File: src/rtl/mult32_seq_ctrl_pkg.sv
// ============================================================================
// Module      : mult32_seq_ctrl_pkg
// Description : Shared definitions for the sequential 32x32 multiplier.
//               Holds the controller state encodings, the operand and
//               product widths, and the control-strobe bundle passed from
//               the controller to the datapath.
// Revision    : 1.0 - initial release
// ============================================================================
`default_nettype none

package mult32_seq_ctrl_pkg;

  localparam int WORD_WIDTH  = 32;
  localparam int DWORD_WIDTH = 64;

  // Controller state encodings
  localparam logic [1:0] ST_IDLE = 2'b00;
  localparam logic [1:0] ST_RUN  = 2'b01;
  localparam logic [1:0] ST_FIX  = 2'b10;
  localparam logic [1:0] ST_DONE = 2'b11;

  // Strobes from the controller to the datapath
  typedef struct packed {
    logic load;    // capture operand magnitudes, clear product and count
    logic step;    // one shift-and-add iteration
    logic negate;  // apply the sign fix-up to the product
  } mult_ctrl_t;

  // BUSY covers the iterating and fix-up states
  function automatic logic is_busy_state(input logic [1:0] st);
    return (st == ST_RUN) || (st == ST_FIX);
  endfunction

endpackage

`default_nettype wire

File: src/rtl/mult32_datapath.sv
// ============================================================================
// Module      : mult32_datapath
// Description : Shift-and-add datapath for the sequential multiplier.
//               Holds the shifted multiplicand, the remaining multiplier
//               bits, the running product, the iteration count and the
//               result sign. Operands are reduced to magnitudes on load and
//               the sign is applied once at the end.
// Ports       : clk_i, rst_i         - clock, synchronous active-high reset
//               load_i/step_i/negate_i - control strobes from the FSM
//               signed_i, a_i, b_i   - operand mode and operands (on load)
//               prod_o               - running / final product
//               mplr_nz_o            - OR-reduction of remaining multiplier
//               last_o               - current iteration is the final one
// Revision    : 1.0 - initial release
// ============================================================================
`default_nettype none

module mult32_datapath
  import mult32_seq_ctrl_pkg::*;
#(
  parameter int WIDTH  = WORD_WIDTH,
  parameter int PWIDTH = DWORD_WIDTH
) (
  input  logic              clk_i,
  input  logic              rst_i,
  input  logic              load_i,
  input  logic              step_i,
  input  logic              negate_i,
  input  logic              signed_i,
  input  logic [WIDTH-1:0]  a_i,
  input  logic [WIDTH-1:0]  b_i,
  output logic [PWIDTH-1:0] prod_o,
  output logic              mplr_nz_o,
  output logic              last_o
);

  localparam int CW = $clog2(WIDTH);

  localparam logic [WIDTH-1:0]  C_ONE_W    = WIDTH'(1);
  localparam logic [PWIDTH-1:0] C_ONE_P    = PWIDTH'(1);
  localparam logic [CW-1:0]     C_CNT_ONE  = CW'(1);
  localparam logic [CW-1:0]     C_CNT_LAST = CW'(WIDTH - 1);

  logic [PWIDTH-1:0] mcand_q, mcand_d;
  logic [WIDTH-1:0]  mplr_q,  mplr_d;
  logic [PWIDTH-1:0] prod_q,  prod_d;
  logic [CW-1:0]     cnt_q,   cnt_d;
  logic              neg_q,   neg_d;

  logic [WIDTH-1:0]  w_a_mag;
  logic [WIDTH-1:0]  w_b_mag;

  // Two's-complement magnitude, kept as an unsigned WIDTH-bit value so the
  // most negative operand maps to 2^(WIDTH-1) without overflow.
  assign w_a_mag = (signed_i && a_i[WIDTH-1]) ? (~a_i + C_ONE_W) : a_i;
  assign w_b_mag = (signed_i && b_i[WIDTH-1]) ? (~b_i + C_ONE_W) : b_i;

  always_comb begin
    mcand_d = mcand_q;
    mplr_d  = mplr_q;
    prod_d  = prod_q;
    cnt_d   = cnt_q;
    neg_d   = neg_q;
    if (load_i) begin
      mcand_d = {{(PWIDTH-WIDTH){1'b0}}, w_a_mag};
      mplr_d  = w_b_mag;
      prod_d  = '0;
      cnt_d   = '0;
      neg_d   = signed_i & (a_i[WIDTH-1] ^ b_i[WIDTH-1]);
    end else if (step_i) begin
      if (mplr_q[0]) begin
        prod_d = prod_q + mcand_q;
      end
      mcand_d = mcand_q << 1;
      mplr_d  = mplr_q >> 1;
      cnt_d   = cnt_q + C_CNT_ONE;
    end else if (negate_i && neg_q) begin
      prod_d = ~prod_q + C_ONE_P;
    end
  end

  always_ff @(posedge clk_i) begin
    if (rst_i) begin
      mcand_q <= '0;
      mplr_q  <= '0;
      prod_q  <= '0;
      cnt_q   <= '0;
      neg_q   <= 1'b0;
    end else begin
      mcand_q <= mcand_d;
      mplr_q  <= mplr_d;
      prod_q  <= prod_d;
      cnt_q   <= cnt_d;
      neg_q   <= neg_d;
    end
  end

  assign prod_o    = prod_q;
  assign mplr_nz_o = |mplr_q;
  assign last_o    = (cnt_q == C_CNT_LAST);

endmodule

`default_nettype wire

File: src/rtl/mult32_seq_ctrl.sv
// ============================================================================
// Module      : mult32_seq_ctrl
// Description : Sequential WIDTHxWIDTH shift-and-add multiplier with its
//               controller. Accepts an operation on START in IDLE or DONE,
//               iterates one multiplier bit per cycle, applies the sign in a
//               fix-up cycle and pulses DONE. The product register drives
//               {HI,LO} continuously.
// Ports       : CLK, RST        - clock, synchronous active-high reset
//               START           - request (sampled in IDLE/DONE only)
//               SIGNED, A, B    - operand mode and operands, captured on START
//               BUSY            - high in RUN and FIX
//               DONE            - one-cycle completion pulse
//               HI, LO          - upper / lower product halves
// Config      : MULT_EARLY_TERM_EN - when defined, RUN ends as soon as no
//               multiplier bits remain set (product value unchanged).
// Revision    : 1.0 - initial release
// ============================================================================
`default_nettype none

module mult32_seq_ctrl
  import mult32_seq_ctrl_pkg::*;
#(
  parameter int WIDTH = WORD_WIDTH
) (
  input  logic             CLK,
  input  logic             RST,
  input  logic             START,
  input  logic             SIGNED,
  input  logic [WIDTH-1:0] A,
  input  logic [WIDTH-1:0] B,
  output logic             BUSY,
  output logic             DONE,
  output logic [WIDTH-1:0] HI,
  output logic [WIDTH-1:0] LO
);

  logic [1:0]         state_q, state_d;
  mult_ctrl_t         w_ctrl;
  logic [2*WIDTH-1:0] w_prod;
  logic               w_mplr_nz;
  logic               w_last;
  logic               w_early_stop;

`ifdef MULT_EARLY_TERM_EN
  // Checked before the iteration: nothing left to add, so skip to FIX.
  assign w_early_stop = ~w_mplr_nz;
`else
  logic w_unused_mplr_nz;
  assign w_unused_mplr_nz = w_mplr_nz;
  assign w_early_stop     = 1'b0;
`endif

  always_comb begin
    state_d = state_q;
    w_ctrl  = '0;
    case (state_q)
      ST_IDLE, ST_DONE: begin
        if (START) begin
          w_ctrl.load = 1'b1;
          state_d     = ST_RUN;
        end else begin
          state_d     = ST_IDLE;
        end
      end
      ST_RUN: begin
        if (w_early_stop) begin
          state_d = ST_FIX;
        end else begin
          w_ctrl.step = 1'b1;
          if (w_last) begin
            state_d = ST_FIX;
          end
        end
      end
      ST_FIX: begin
        w_ctrl.negate = 1'b1;
        state_d       = ST_DONE;
      end
      default: begin
        state_d = ST_IDLE;
      end
    endcase
  end

  always_ff @(posedge CLK) begin
    if (RST) begin
      state_q <= ST_IDLE;
    end else begin
      state_q <= state_d;
    end
  end

  mult32_datapath #(
    .WIDTH  (WIDTH),
    .PWIDTH (2*WIDTH)
  ) u_datapath (
    .clk_i     (CLK),
    .rst_i     (RST),
    .load_i    (w_ctrl.load),
    .step_i    (w_ctrl.step),
    .negate_i  (w_ctrl.negate),
    .signed_i  (SIGNED),
    .a_i       (A),
    .b_i       (B),
    .prod_o    (w_prod),
    .mplr_nz_o (w_mplr_nz),
    .last_o    (w_last)
  );

  assign BUSY = is_busy_state(state_q);
  assign DONE = (state_q == ST_DONE);
  assign HI   = w_prod[2*WIDTH-1:WIDTH];
  assign LO   = w_prod[WIDTH-1:0];

endmodule

`default_nettype wire

File: config.mk
export PLATFORM = sky130hd
export DESIGN_NAME = mult32_seq_ctrl
export DESIGN_NICKNAME = d
export VERILOG_FILES = /design/src/rtl/mult32_seq_ctrl_pkg.sv /design/src/rtl/mult32_datapath.sv /design/src/rtl/mult32_seq_ctrl.sv
export SDC_FILE = /design/constraint.sdc
export NUM_CORES = 1
export LEC_CHECK = 0
export BUFFER_PORTS_ARGS = -buffer_cell sky130_fd_sc_hd__buf_2
export CORE_ASPECT_RATIO = 1.75
export CORE_UTILIZATION = 30
export CTS_BUF_LIST = sky130_fd_sc_hd__clkbuf_4 sky130_fd_sc_hd__clkbuf_8
export CTS_CLUSTER_DIAMETER = 80
export DETAILED_ROUTE_END_ITERATION = 10
export GPL_TIMING_DRIVEN = 0
export HOLD_SLACK_MARGIN = 0.15
export PLACE_DENSITY_LB_ADDON = 0.3
export RECOVER_POWER = 25
export SYNTH_ARGS = -nofsm -noshare
export SYNTH_HDL_FRONTEND = slang
export SYNTH_SLANG_ARGS = --single-unit
File: constraint.sdc
create_clock -name CLK -period 3.6 [get_ports CLK]
set_clock_uncertainty 0.05 [all_clocks]
set_input_delay 0.36 -clock CLK [delete_from_list [all_inputs] [get_ports CLK]]
set_output_delay 0.36 -clock CLK [all_outputs]
set_load 0.05 [all_outputs]
==> flow_metrics.env, run 1 <==
export IMPL_vias_per_cell=5.53
export IMPL_slew_headroom_pct=21.2
export IMPL_violations="negative setup slack"
export IMPL_clock_sinks=168
export IMPL_htree_num_levels=4
export IMPL_row_count=101
export IMPL_dieArea_sq_um=44700
export IMPL_drive_above_1_share_pct=10.0
export IMPL_ant_nets=0
export IMPL_die_w_um=160
export IMPL_rsz0062_at_grt="yes"
export IMPL_cts_root_buf="clkbuf_8"
export IMPL_coreArea_sq_um=43300
export IMPL_peakVddDrop_v=0.000371
export IMPL_critical_path_class="reg -> reg"
export IMPL_worst_pin_slew_ns=1.18
export IMPL_setup_violations=1
export IMPL_grt_max_degree=20
export IMPL_cts_tree="done"
export IMPL_synth_cell_types=70
export IMPL_tns_ns=-0.0661
export IMPL_drc=0
export IMPL_slew_viol_final=0
export IMPL_p_leak_uw=0.00625
export IMPL_synth_area_leaders="dfxtp_1 26%, mux2i_1 7.7%, nor2_1 6.9%"
export IMPL_gr_total_overflow=0
export IMPL_netlist_area_sq_um=13100
export IMPL_final_hold_viol_count=0
export IMPL_clkTransAtPathRegs_ns=0.11
export IMPL_synth_area_per_cell_sq_um=7.67
export IMPL_required_ns=3.96
export IMPL_cts_made_buffers=17
export IMPL_nNetsFinal=2061
export IMPL_n_fill_cell=4655
export IMPL_end_kind="flip-flop"
export IMPL_outcome="finished with violations"
export IMPL_post_route_period_util_pct=102
export IMPL_synth_top_area_share_pct=25.6
export IMPL_synth_seq_cells=168
export IMPL_dr_pass1_iters=5
export IMPL_ys_flop_type="dfxtp_1"
export IMPL_antenna_found_initial=1
export IMPL_clock_latency_ns=0.53
export IMPL_clk_path_buf_depth=2
export IMPL_postLayoutSetupSlackWorst_ns=-0.0661
export IMPL_drv_cap=0
export IMPL_synth_async_reset_ratio_pct=0
export IMPL_powerDensity_nw_per_um2=634
export IMPL_yosysWarnings=0
export IMPL_grt_pass1_wl_um=77000
export IMPL_grt_usage_pct=22.4
export IMPL_critPathLaunchType="flip-flop"
export IMPL_start_util_pct=30.3
export IMPL_synth_area_leader_cell="dfxtp_1"
export IMPL_syn_nets=1853
export IMPL_fin_crit_ns=3.67
export IMPL_ioPinCount=134
export IMPL_place_gp_congestion=0.917
export IMPL_crit_path_max_fanout=9
export IMPL_wirelength_um=50400
export IMPL_cp_arrival_ns=4.03
export IMPL_vias=13800
export IMPL_grt_pass1_vias=13800
export IMPL_dpl_hpwl_um=40100
export IMPL_min_path_type="in -> reg"
export IMPL_first_iter_violations=798
export IMPL_seq_area_frac_synth_pct=25.6
export IMPL_fmax_mhz=273
export IMPL_port_buffer_count=132
export IMPL_synth_cells=1713
export IMPL_routedWlPerCell_um=20.2
export IMPL_die_h_um=279
export IMPL_syn_to_final_growth_pct=19.8
export IMPL_pre_cts_slack_ns=-1.08
export IMPL_synth_edf_count=0
## layout by cell type, fill, tap and decap left out, types with 26 or more instances in the layout
master / n
nand4_1: 30
a21o_1: 53
mux2i_1: 101
clkbuf_1: 150
nor2_1: 237
buf_2: 81
dlygate4sd3_1: 51
o21ai_0: 68
xnor2_1: 58
nand2_1: 103
dfxtp_1: 157
a21oi_1: 143
inv_1: 31
xor2_1: 59
a211oi_1: 79
nand3_1: 26
ha_1: 71
nor3_1: 58
## flip-flops by register name, indices dropped and copies added (netlist names)
| name | flops |
|---|---|
| u_datapath.prod_o | 64 |
| u_datapath.neg_q | 1 |
| state_q | 2 |
| u_datapath.cnt_q | 5 |
| u_datapath.mcand_q | 64 |
| u_datapath.mplr_q | 32 |
## power by group
part           switching, uW  internal (uW)  total (uW)
Clock                    902            603        1500
Sequential               419           2230        2650
Combinational           3780           2050        5830
Total                   5100           4890        9990
## Yosys cell counts (14+ instances only)
| cell | instances |
|---|---|
| a211oi_1 | 80 |
| a21o_1 | 53 |
| a21oi_1 | 148 |
| a221oi_1 | 27 |
| a222oi_1 | 14 |
| a31oi_1 | 24 |
| buf_1 | 14 |
| clkbuf_1 | 98 |
| dfxtp_1 | 168 |
| ha_1 | 71 |
| inv_1 | 31 |
| mux2i_1 | 101 |
| nand2_1 | 106 |
| nand3_1 | 27 |
| nand4_1 | 30 |
| nor2_1 | 240 |
| nor3_1 | 63 |
| nor4_1 | 20 |
| o21ai_0 | 71 |
| o22ai_1 | 15 |
| o31ai_1 | 14 |
| or3_1 | 18 |
| xnor2_1 | 58 |
| xor2_1 | 59 |
## timing repair
| action | in CTS | in global routing |
|---|---|---|
| setup endpoints to repair | 34 | 38 |
| resized for setup | 33 | 43 |
| buffers inserted | 5 | 1 |
| pin swaps | 6 | 5 |
| hold buffers | 51 | 0 |
| endpoints found under the hold margin | 51 | 0 |
## critical path, stage by stage, from the launching register on
cell,delay [ns]
dfxtp_2,0.48
ha_1,0.27
clkbuf_1,0.21
a21o_1,0.25
o21bai_1,0.18
a221oi_2,0.42
nand3_4,0.19
a31oi_4,0.30
o21ai_4,0.14
or2_2,0.36
a21oi_4,0.19
o21ai_0,0.12
xnor2_1,0.27
o22ai_1,0.12
## stage by stage
step	instance area [sq um]	util [%]	cells	total power, uW	hold WS [ns]
6_report	15700	36.3	2501	9990	0.168
5_1_grt	15700	36.3	2501	10700	0.161
4_1_cts	15700	36.1	2499	9880	0.152
3_5_place_dp	14500	33.5	2411	8150	0.431
3_3_place_gp	14500	33.5	2411	8080	0.426
2_1_floorplan	13100	-	1713	6560	0.396
## final timing paths
kind                                           start                                 end  slack (ns)  cells past startpoint
setup / recovery  u_datapath.prod_o[15]$_SDFFE_PP0P_  u_datapath.prod_o[56]$_SDFFE_PP0P_       -0.07                     13
hold / removal                                 B[12]  u_datapath.mplr_q[12]$_SDFFE_PP0P_        0.17                      4
setup reg to reg  u_datapath.prod_o[15]$_SDFFE_PP0P_  u_datapath.prod_o[56]$_SDFFE_PP0P_       -0.07                     13
hold reg to reg   u_datapath.mplr_q[31]$_SDFFE_PP0P_  u_datapath.mplr_q[31]$_SDFFE_PP0P_        0.45                      2
## layout make-up
type | count | area [sq um] | area share [%]
clock buffer | 17 | 234 | 1.49
antenna | 1 | 2.50 | 0.0159
inverter | 32 | 124 | 0.787
sequential | 168 | 3380 | 21.4
multi-input combinational | 1397 | 9510 | 60.4
buffer | 116 | 444 | 2.82
clock inverter | 15 | 196 | 1.25
timing repair buffer | 189 | 1150 | 7.29
tap | 566 | 708 | 4.50
## metal layers
layer  track usage, %  part of all wire, %
met1             21.4                   36
met2             43.4                   54
met3             2.81                  3.2
met4             16.0                  7.3
met5                0                    0
## kinds of logic after synthesis
group,share of synthesized area [%]
xor gates and xnor gates,7.80
AOI/OAI and AO/OA,26.4
buffers and inverters,4.27
and+or+nand+nor,21.4
muxes,7.70
DFF,25.6
adders and majority gates,6.91
(Power assumes the default switching activity.)
==> run 2: changes to the inputs <==
--- a/config.mk
+++ b/config.mk
@@ -5,6 +5,7 @@
 export SDC_FILE = /design/constraint.sdc
 export NUM_CORES = 1
 export LEC_CHECK = 0
+export ABC_AREA = 1
 export BUFFER_PORTS_ARGS = -buffer_cell sky130_fd_sc_hd__buf_2
 export CORE_ASPECT_RATIO = 1.75
 export CORE_UTILIZATION = 30
==> run 2 against run 1 <==
The flow now finishes without violations. Routed wire length increased by 57%. Die area increased by 16%. Largest power group unchanged. Synthesized cell count increased by 54%. Via count increased by 33%. Clock power increased by 9%. Combinational power increased by 54%. Sequential share of layout area decreased by 1.9 points.
==> flow_metrics.env, run 2 <==
export IMPL_port_buffer_count=133
export IMPL_drive_above_1_share_pct=5.71
export IMPL_row_count=109
export IMPL_ys_flop_type="dfxtp_1"
export IMPL_vias_per_cell=5.31
export IMPL_final_hold_viol_count=0
export IMPL_syn_nets=2772
export IMPL_dpl_hpwl_um=65300
export IMPL_peakVddDrop_v=0.000438
export IMPL_wirelength_um=78900
export IMPL_cts_tree="done"
export IMPL_seq_area_frac_synth_pct=22.0
export IMPL_drv_cap=0
export IMPL_yosysMostFrequentCell="nand2_1"
export IMPL_clock_latency_ns=0.56
export IMPL_multi_input_area_sq_um=10400
export IMPL_critical_path_class="reg -> reg"
export IMPL_tns_ns=0
export IMPL_post_route_period_util_pct=99.0
export IMPL_cts_made_buffers=17
export IMPL_final_cell_mix="718 x nand2_1, 314 x a21oi_1, 304 x inv_1, 303 x nor2_1, 184 x o21ai_0"
export IMPL_place_gp_congestion=1.06
export IMPL_crit_path_max_fanout=5
export IMPL_required_ns=3.96
export IMPL_synth_async_reset_ratio_pct=0
export IMPL_coreArea_sq_um=50300
export IMPL_post_cts_buffers=0
export IMPL_vias=18400
export IMPL_critPathLaunchType="flip-flop"
export IMPL_pre_cts_slack_ns=0.00782
export IMPL_synth_edf_count=0
export IMPL_grt_pass1_wl_um=114000
export IMPL_clk_path_buf_depth=2
export IMPL_slew_viol_final=0
export IMPL_synth_area_per_cell_sq_um=5.80
export IMPL_postLayoutSetupSlackWorst_ns=0.0371
export IMPL_grt_usage_pct=30.0
export IMPL_powerDensity_nw_per_um2=777
export IMPL_synth_commonest_cells="718 x nand2_1, 315 x a21oi_1, 305 x nor2_1"
export IMPL_start_util_pct=30.3
export IMPL_synth_top_area_share_pct=22.0
export IMPL_first_iter_violations=1360
export IMPL_syn_to_final_growth_pct=12.6
export IMPL_drc=0
export IMPL_die_w_um=173
export IMPL_seq_area_sq_um=3360
export IMPL_rsz0062_at_grt="no"
export IMPL_cts_root_buf="clkbuf_8"
export IMPL_ioPinCount=134
export IMPL_min_path_type="in -> reg"
export IMPL_synth_cell_types=50
export IMPL_ant_nets=0
export IMPL_end_kind="flip-flop"
export IMPL_fmax_mhz=281
export IMPL_synth_cells=2632
export IMPL_layout_commonest_cell="nand2_1"
export IMPL_setup_violations=0
export IMPL_antenna_found_initial=1
export IMPL_outcome="finished clean"
export IMPL_synth_seq_cells=168
export IMPL_synth_area_leader_cell="dfxtp_1"
export IMPL_netlist_area_sq_um=15300
export IMPL_cp_arrival_ns=3.92
export IMPL_n_fill_cell=5809
export IMPL_grt_pass1_vias=17900
export IMPL_dieArea_sq_um=51800
export IMPL_yosysWarnings=0
export IMPL_routedWlPerCell_um=22.8
export IMPL_htree_num_levels=4
export IMPL_dr_pass1_iters=6
export IMPL_worst_pin_slew_ns=1.12
export IMPL_gr_total_overflow=0
export IMPL_clkTransAtPathRegs_ns=0.10
export IMPL_die_h_um=300
export IMPL_p_leak_uw=0.00775
export IMPL_nNetsFinal=2928
export IMPL_synth_area_leaders="dfxtp_1 22%, nand2_1 18%, a21oi_1 10%"
export IMPL_slew_headroom_pct=25.1
export IMPL_fin_crit_ns=3.56
export IMPL_grt_max_degree=17
export IMPL_clock_sinks=168
## run 2: changes by cell type after synthesis, sizes merged, moves of 19 or more
cell	change
a21oi	+170
mux2i	-101
inv	+278
a221oi	-21
clkbuf	-31
a211oi	-79
nand2	+619
xnor2	-45
a21o	-47
nor2	+78
o21ai	+123
nand3	+130
or3	-19
## run 2: area by class of cell
cell class                      instances  area share [%]
Multi-Input combinational cell       2069            60.6
Sequential cell                       168            19.6
Inverter                              310            6.77
Tap cell                              666            4.85
Timing Repair Buffer                  137            3.68
Buffer                                 85            1.94
Clock buffer                           19            1.45
Clock inverter                         12            1.10
Antenna cell                            1          0.0146
## run 2: timing repair
| item | in CTS | in global routing |
|---|---|---|
| endpoints found under the hold margin | 3 | 0 |
| pin swaps | 0 | 0 |
| resized for setup | 1 | 3 |
| endpoints found under the setup margin | 1 | 2 |
| hold buffers | 4 | 0 |
## run 2: cell families after synthesis
logic type,count (synthesis),synth area share [%]
adders and majority gates,72,5.95
AOI/OAI and AO/OA,594,21.0
xor gates and xnor gates,81,4.65
buffers and inverters,395,9.76
and+or+nand+nor,1322,36.6
DFF,168,22.0
## run 2: worst paths after layout
check / start / end / slack [ns] / cells past startpoint
worst max-delay path: u_datapath.prod_o[1]$_SDFFE_PP0P_ / u_datapath.prod_o[56]$_SDFFE_PP0P_ / 0.04 / 12
worst min register to register: u_datapath.mplr_q[23]$_SDFFE_PP0P_ / u_datapath.mplr_q[23]$_SDFFE_PP0P_ / 0.42 / 2
worst min-delay path: A[25] / u_datapath.mcand_q[25]$_SDFFE_PP0P_ / 0.18 / 5
worst max register to register: u_datapath.prod_o[1]$_SDFFE_PP0P_ / u_datapath.prod_o[56]$_SDFFE_PP0P_ / 0.04 / 12
## run 2: routing by layer
| layer | track usage [%] | part of all wire [%] |
|---|---|---|
| met5 | 0 | 0 |
| met4 | 29.6 | 11 |
| met3 | 4.55 | 4.8 |
| met2 | 55.2 | 50 |
| met1 | 27.9 | 34 |
## run 2: critical path: stages, from the launching register on
cell	delay, ns
dfxtp_1	0.39
inv_2	0.09
ha_1	0.41
nand2_1	0.15
nor2_2	0.35
inv_1	0.28
nor2_2	0.28
inv_1	0.21
nor2_1	0.36
nand2_1	0.20
xor2_1	0.19
a21oi_2	0.37
a21oi_1	0.13
## run 2: metrics by stage
| stage | instance area [sq um] | total power (uW) | std cells | utilization (%) | hold slack [ns] |
|---|---|---|---|---|---|
| floorplan | 15300 | 8130 | 2632 | - | 0.374 |
| global placement | 16800 | 11400 | 3431 | 33.3 | 0.396 |
| detailed placement | 16800 | 11500 | 3431 | 33.3 | 0.395 |
| CTS | 17200 | 13100 | 3466 | 34.3 | 0.158 |
| global route | 17200 | 14000 | 3467 | 34.1 | 0.196 |
| finish | 17200 | 13400 | 3467 | 34.1 | 0.180 |
## run 2: report_power, final
part	total [uW]	switching (uW)	internal [uW]	leakage, uW
clock network	1630	852	778	0.000212
registers	2740	495	2240	0.00137
logic	8980	6640	2340	0.00617
total	13400	7990	5370	0.00775
==> run 3: changes to the inputs <==
--- a/config.mk
+++ b/config.mk
@@ -6,16 +6,17 @@
 export NUM_CORES = 1
 export LEC_CHECK = 0
 export ABC_AREA = 1
-export BUFFER_PORTS_ARGS = -buffer_cell sky130_fd_sc_hd__buf_2
 export CORE_ASPECT_RATIO = 1.75
 export CORE_UTILIZATION = 30
 export CTS_BUF_LIST = sky130_fd_sc_hd__clkbuf_4 sky130_fd_sc_hd__clkbuf_8
 export CTS_CLUSTER_DIAMETER = 80
 export DETAILED_ROUTE_END_ITERATION = 10
+export DONT_BUFFER_PORTS = 1
 export GPL_TIMING_DRIVEN = 0
 export HOLD_SLACK_MARGIN = 0.15
 export PLACE_DENSITY_LB_ADDON = 0.3
 export RECOVER_POWER = 25
 export SYNTH_ARGS = -nofsm -noshare
 export SYNTH_HDL_FRONTEND = slang
+export SYNTH_HIERARCHICAL = 1
 export SYNTH_SLANG_ARGS = --single-unit
==> run 3 against run 2 <==
The run now ends with negative setup slack left. Sequential power up 15%. Cell count up 1.2%. Critical endpoint is now u_datapath/prod_o[26]$_SDFFE_PP0P_. Critical path depth down 1. Flip-flop and latch count unchanged. Core utilization down 0.15 points. Global-route usage down 2.0 points. Synthesized cell count up 4.1%. Highest routed layer is now met5. First-iteration DRC count down 14%. Clock power down 9%. Worst hold slack better by 0.00073 ns.
==> flow_metrics.env, run 3 <==
export IMPL_postLayoutSetupSlackWorst_ns=-0.00846
export IMPL_clk_path_buf_depth=2
export IMPL_die_w_um=175
export IMPL_multi_input_area_sq_um=10500
export IMPL_clkPwrFrac_pct=11.9
export IMPL_grt_pass1_vias=18000
export IMPL_post_route_period_util_pct=100
export IMPL_drv_cap=0
export IMPL_slew_viol_final=0
export IMPL_die_h_um=304
export IMPL_ioPinCount=134
export IMPL_grt_usage_pct=28.0
export IMPL_powerDensity_nw_per_um2=711
export IMPL_place_gp_congestion=1.03
export IMPL_cpMaxStageDelayCell="dfxtp_1"
export IMPL_vias=18200
export IMPL_final_hold_viol_count=0
export IMPL_p_leak_uw=0.00822
export IMPL_coreArea_sq_um=51500
export IMPL_crit_path_max_fanout=5
export IMPL_netlist_area_sq_um=15600
export IMPL_worst_pin_slew_ns=1.17
export IMPL_syn_nets=2879
export IMPL_crit_chain="ha_1 -> a21oi_1 -> o21ai_0 -> inv_1 -> nand3_1 -> nand2_1 -> nand3_1 -> o21ai_0 -> nand3_1 -> nand2_1 -> inv_1"
export IMPL_n_fill_cell=6077
export IMPL_drive_above_1_share_pct=3.46
export IMPL_routedWlPerCell_um=21.4
export IMPL_rsz0062_at_grt="no"
export IMPL_port_buffer_count=0
export IMPL_start_util_pct=30.4
export IMPL_required_ns=3.98
export IMPL_end_kind="flip-flop"
export IMPL_pre_cts_slack_ns=0.0115
export IMPL_min_path_type="in -> reg"
export IMPL_clock_latency_ns=0.54
export IMPL_slew_headroom_pct=22.2
export IMPL_syn_to_final_growth_pct=12.0
export IMPL_synth_cells=2739
export IMPL_power_net_switching_uw=7330
export IMPL_slowest_delay_ns=0.81
export IMPL_grt_pass1_wl_um=109000
export IMPL_placedInstanceArea_sq_um=16500
export IMPL_post_cts_buffers=0
export IMPL_layout_commonest_cell="nand2_1"
export IMPL_tns_ns=-0.00846
export IMPL_ant_nets=0
export IMPL_switching_share_pct=58.9
export IMPL_cts_tree="done"
export IMPL_clock_sinks=168
export IMPL_drc=0
export IMPL_critical_path_class="reg -> reg"
export IMPL_htree_num_levels=4
export IMPL_power_frac_comb_pct=62.7
export IMPL_dr_pass1_iters=5
export IMPL_row_count=110
export IMPL_path_common_cell="nand3_1"
export IMPL_fin_area_sq_um=17500
export IMPL_final_cell_mix="808 x nand2_1, 355 x inv_1, 299 x nor2_1, 297 x a21oi_1, 196 x o21ai_0"
export IMPL_grt_max_degree=20
export IMPL_violations="negative setup slack"
export IMPL_outcome="finished with violations"
export IMPL_cellInternalPower_uw=5120
export IMPL_nNetsFinal=2958
export IMPL_fmax_mhz=277
export IMPL_power_uw=12400
export IMPL_cts_root_buf="clkbuf_8"
export IMPL_cp_arrival_ns=3.99
export IMPL_peakVddDrop_v=0.000331
export IMPL_gr_total_overflow=0
export IMPL_yosysWarnings=6
export IMPL_fin_crit_ns=3.61
export IMPL_crit_family="compound AO/OA/AOI/OAI gates"
export IMPL_dpl_hpwl_um=62100
export IMPL_wirelength_um=75000
export IMPL_antenna_found_initial=5
export IMPL_first_iter_violations=1169
export IMPL_critPathBufInv=2
export IMPL_seq_area_sq_um=3370
export IMPL_dieArea_sq_um=53000
export IMPL_setup_violations=1
export IMPL_cts_made_buffers=17
export IMPL_synth_area_per_cell_sq_um=5.70
export IMPL_clkTransAtPathRegs_ns=0.12
export IMPL_vias_per_cell=5.20
export IMPL_seqPwrFrac_pct=25.3
export IMPL_critPathLaunchType="flip-flop"
-- run 3: power groups by stage --
stage | Combinational (uW) | Clock (uW) | Sequential (uW)
2_1_floorplan | 5280 | 0 | 2880
3_3_place_gp | 7540 | 0 | 3180
3_5_place_dp | 7550 | 0 | 3180
4_1_cts | 7640 | 1520 | 3140
5_1_grt | 8450 | 1580 | 3200
6_report | 7800 | 1490 | 3150
-- run 3: layout make-up --
class	count	area share, %
plain buffers	83	1.92
flip-flops and latches	168	19.2
repair buffers	60	3.43
diodes	4	0.0572
clock buffers	17	1.34
well taps	672	4.80
clock inverters	15	1.06
inverters	368	7.89
multi-input cells	2120	60.3
-- run 3: layer usage --
| metal | routed length (um) | global-route usage (%) |
|---|---|---|
| met5 | 23 | 0 |
| met4 | 7790 | 25.8 |
| met3 | 4740 | 6.26 |
| met2 | 37700 | 51.0 |
| met1 | 24800 | 25.4 |
-- run 3: through the flow --
step	util [%]	hold WS [ns]	instances
detailed placement	32.0	0.406	3411
global route	34.0	0.196	3504
CTS	34.0	0.151	3503
floorplan	-	0.373	2739
global placement	32.0	0.402	3411
finish	34.0	0.181	3507
-- run 3: timing repair --
action                     in CTS  in global routing
setup endpoints to repair       1                  2
pin swaps                       0                  0
gates resized for setup         1                  3
hold buffers                   60                  0
cloned                          0                  0
hold endpoints to repair       58                  0
-- run 3: path summary, 6_finish.rpt --
kind,from,end,slack [ns],cells after the start
worst min-delay path,A[29],u_datapath/mcand_q[29]$_SDFFE_PP0P_,0.18,4
worst max-delay path,u_datapath/prod_o[7]$_SDFFE_PP0P_,u_datapath/prod_o[26]$_SDFFE_PP0P_,-0.008,11
worst max register to register,u_datapath/prod_o[7]$_SDFFE_PP0P_,u_datapath/prod_o[26]$_SDFFE_PP0P_,-0.008,11
worst min register to register,u_datapath/mplr_q[28]$_SDFFE_PP0P_,u_datapath/mplr_q[28]$_SDFFE_PP0P_,0.42,2
-- run 3: worst register-to-register path, stage by stage (launching register included) --
cell and delay [ns]:
dfxtp_1 0.81, ha_1 0.40, a21oi_1 0.23, o21ai_0 0.27, inv_1 0.11, nand3_1 0.26, nand2_1 0.15, nand3_1 0.29
o21ai_0 0.65, nand3_1 0.17, nand2_1 0.09, inv_1 0.04
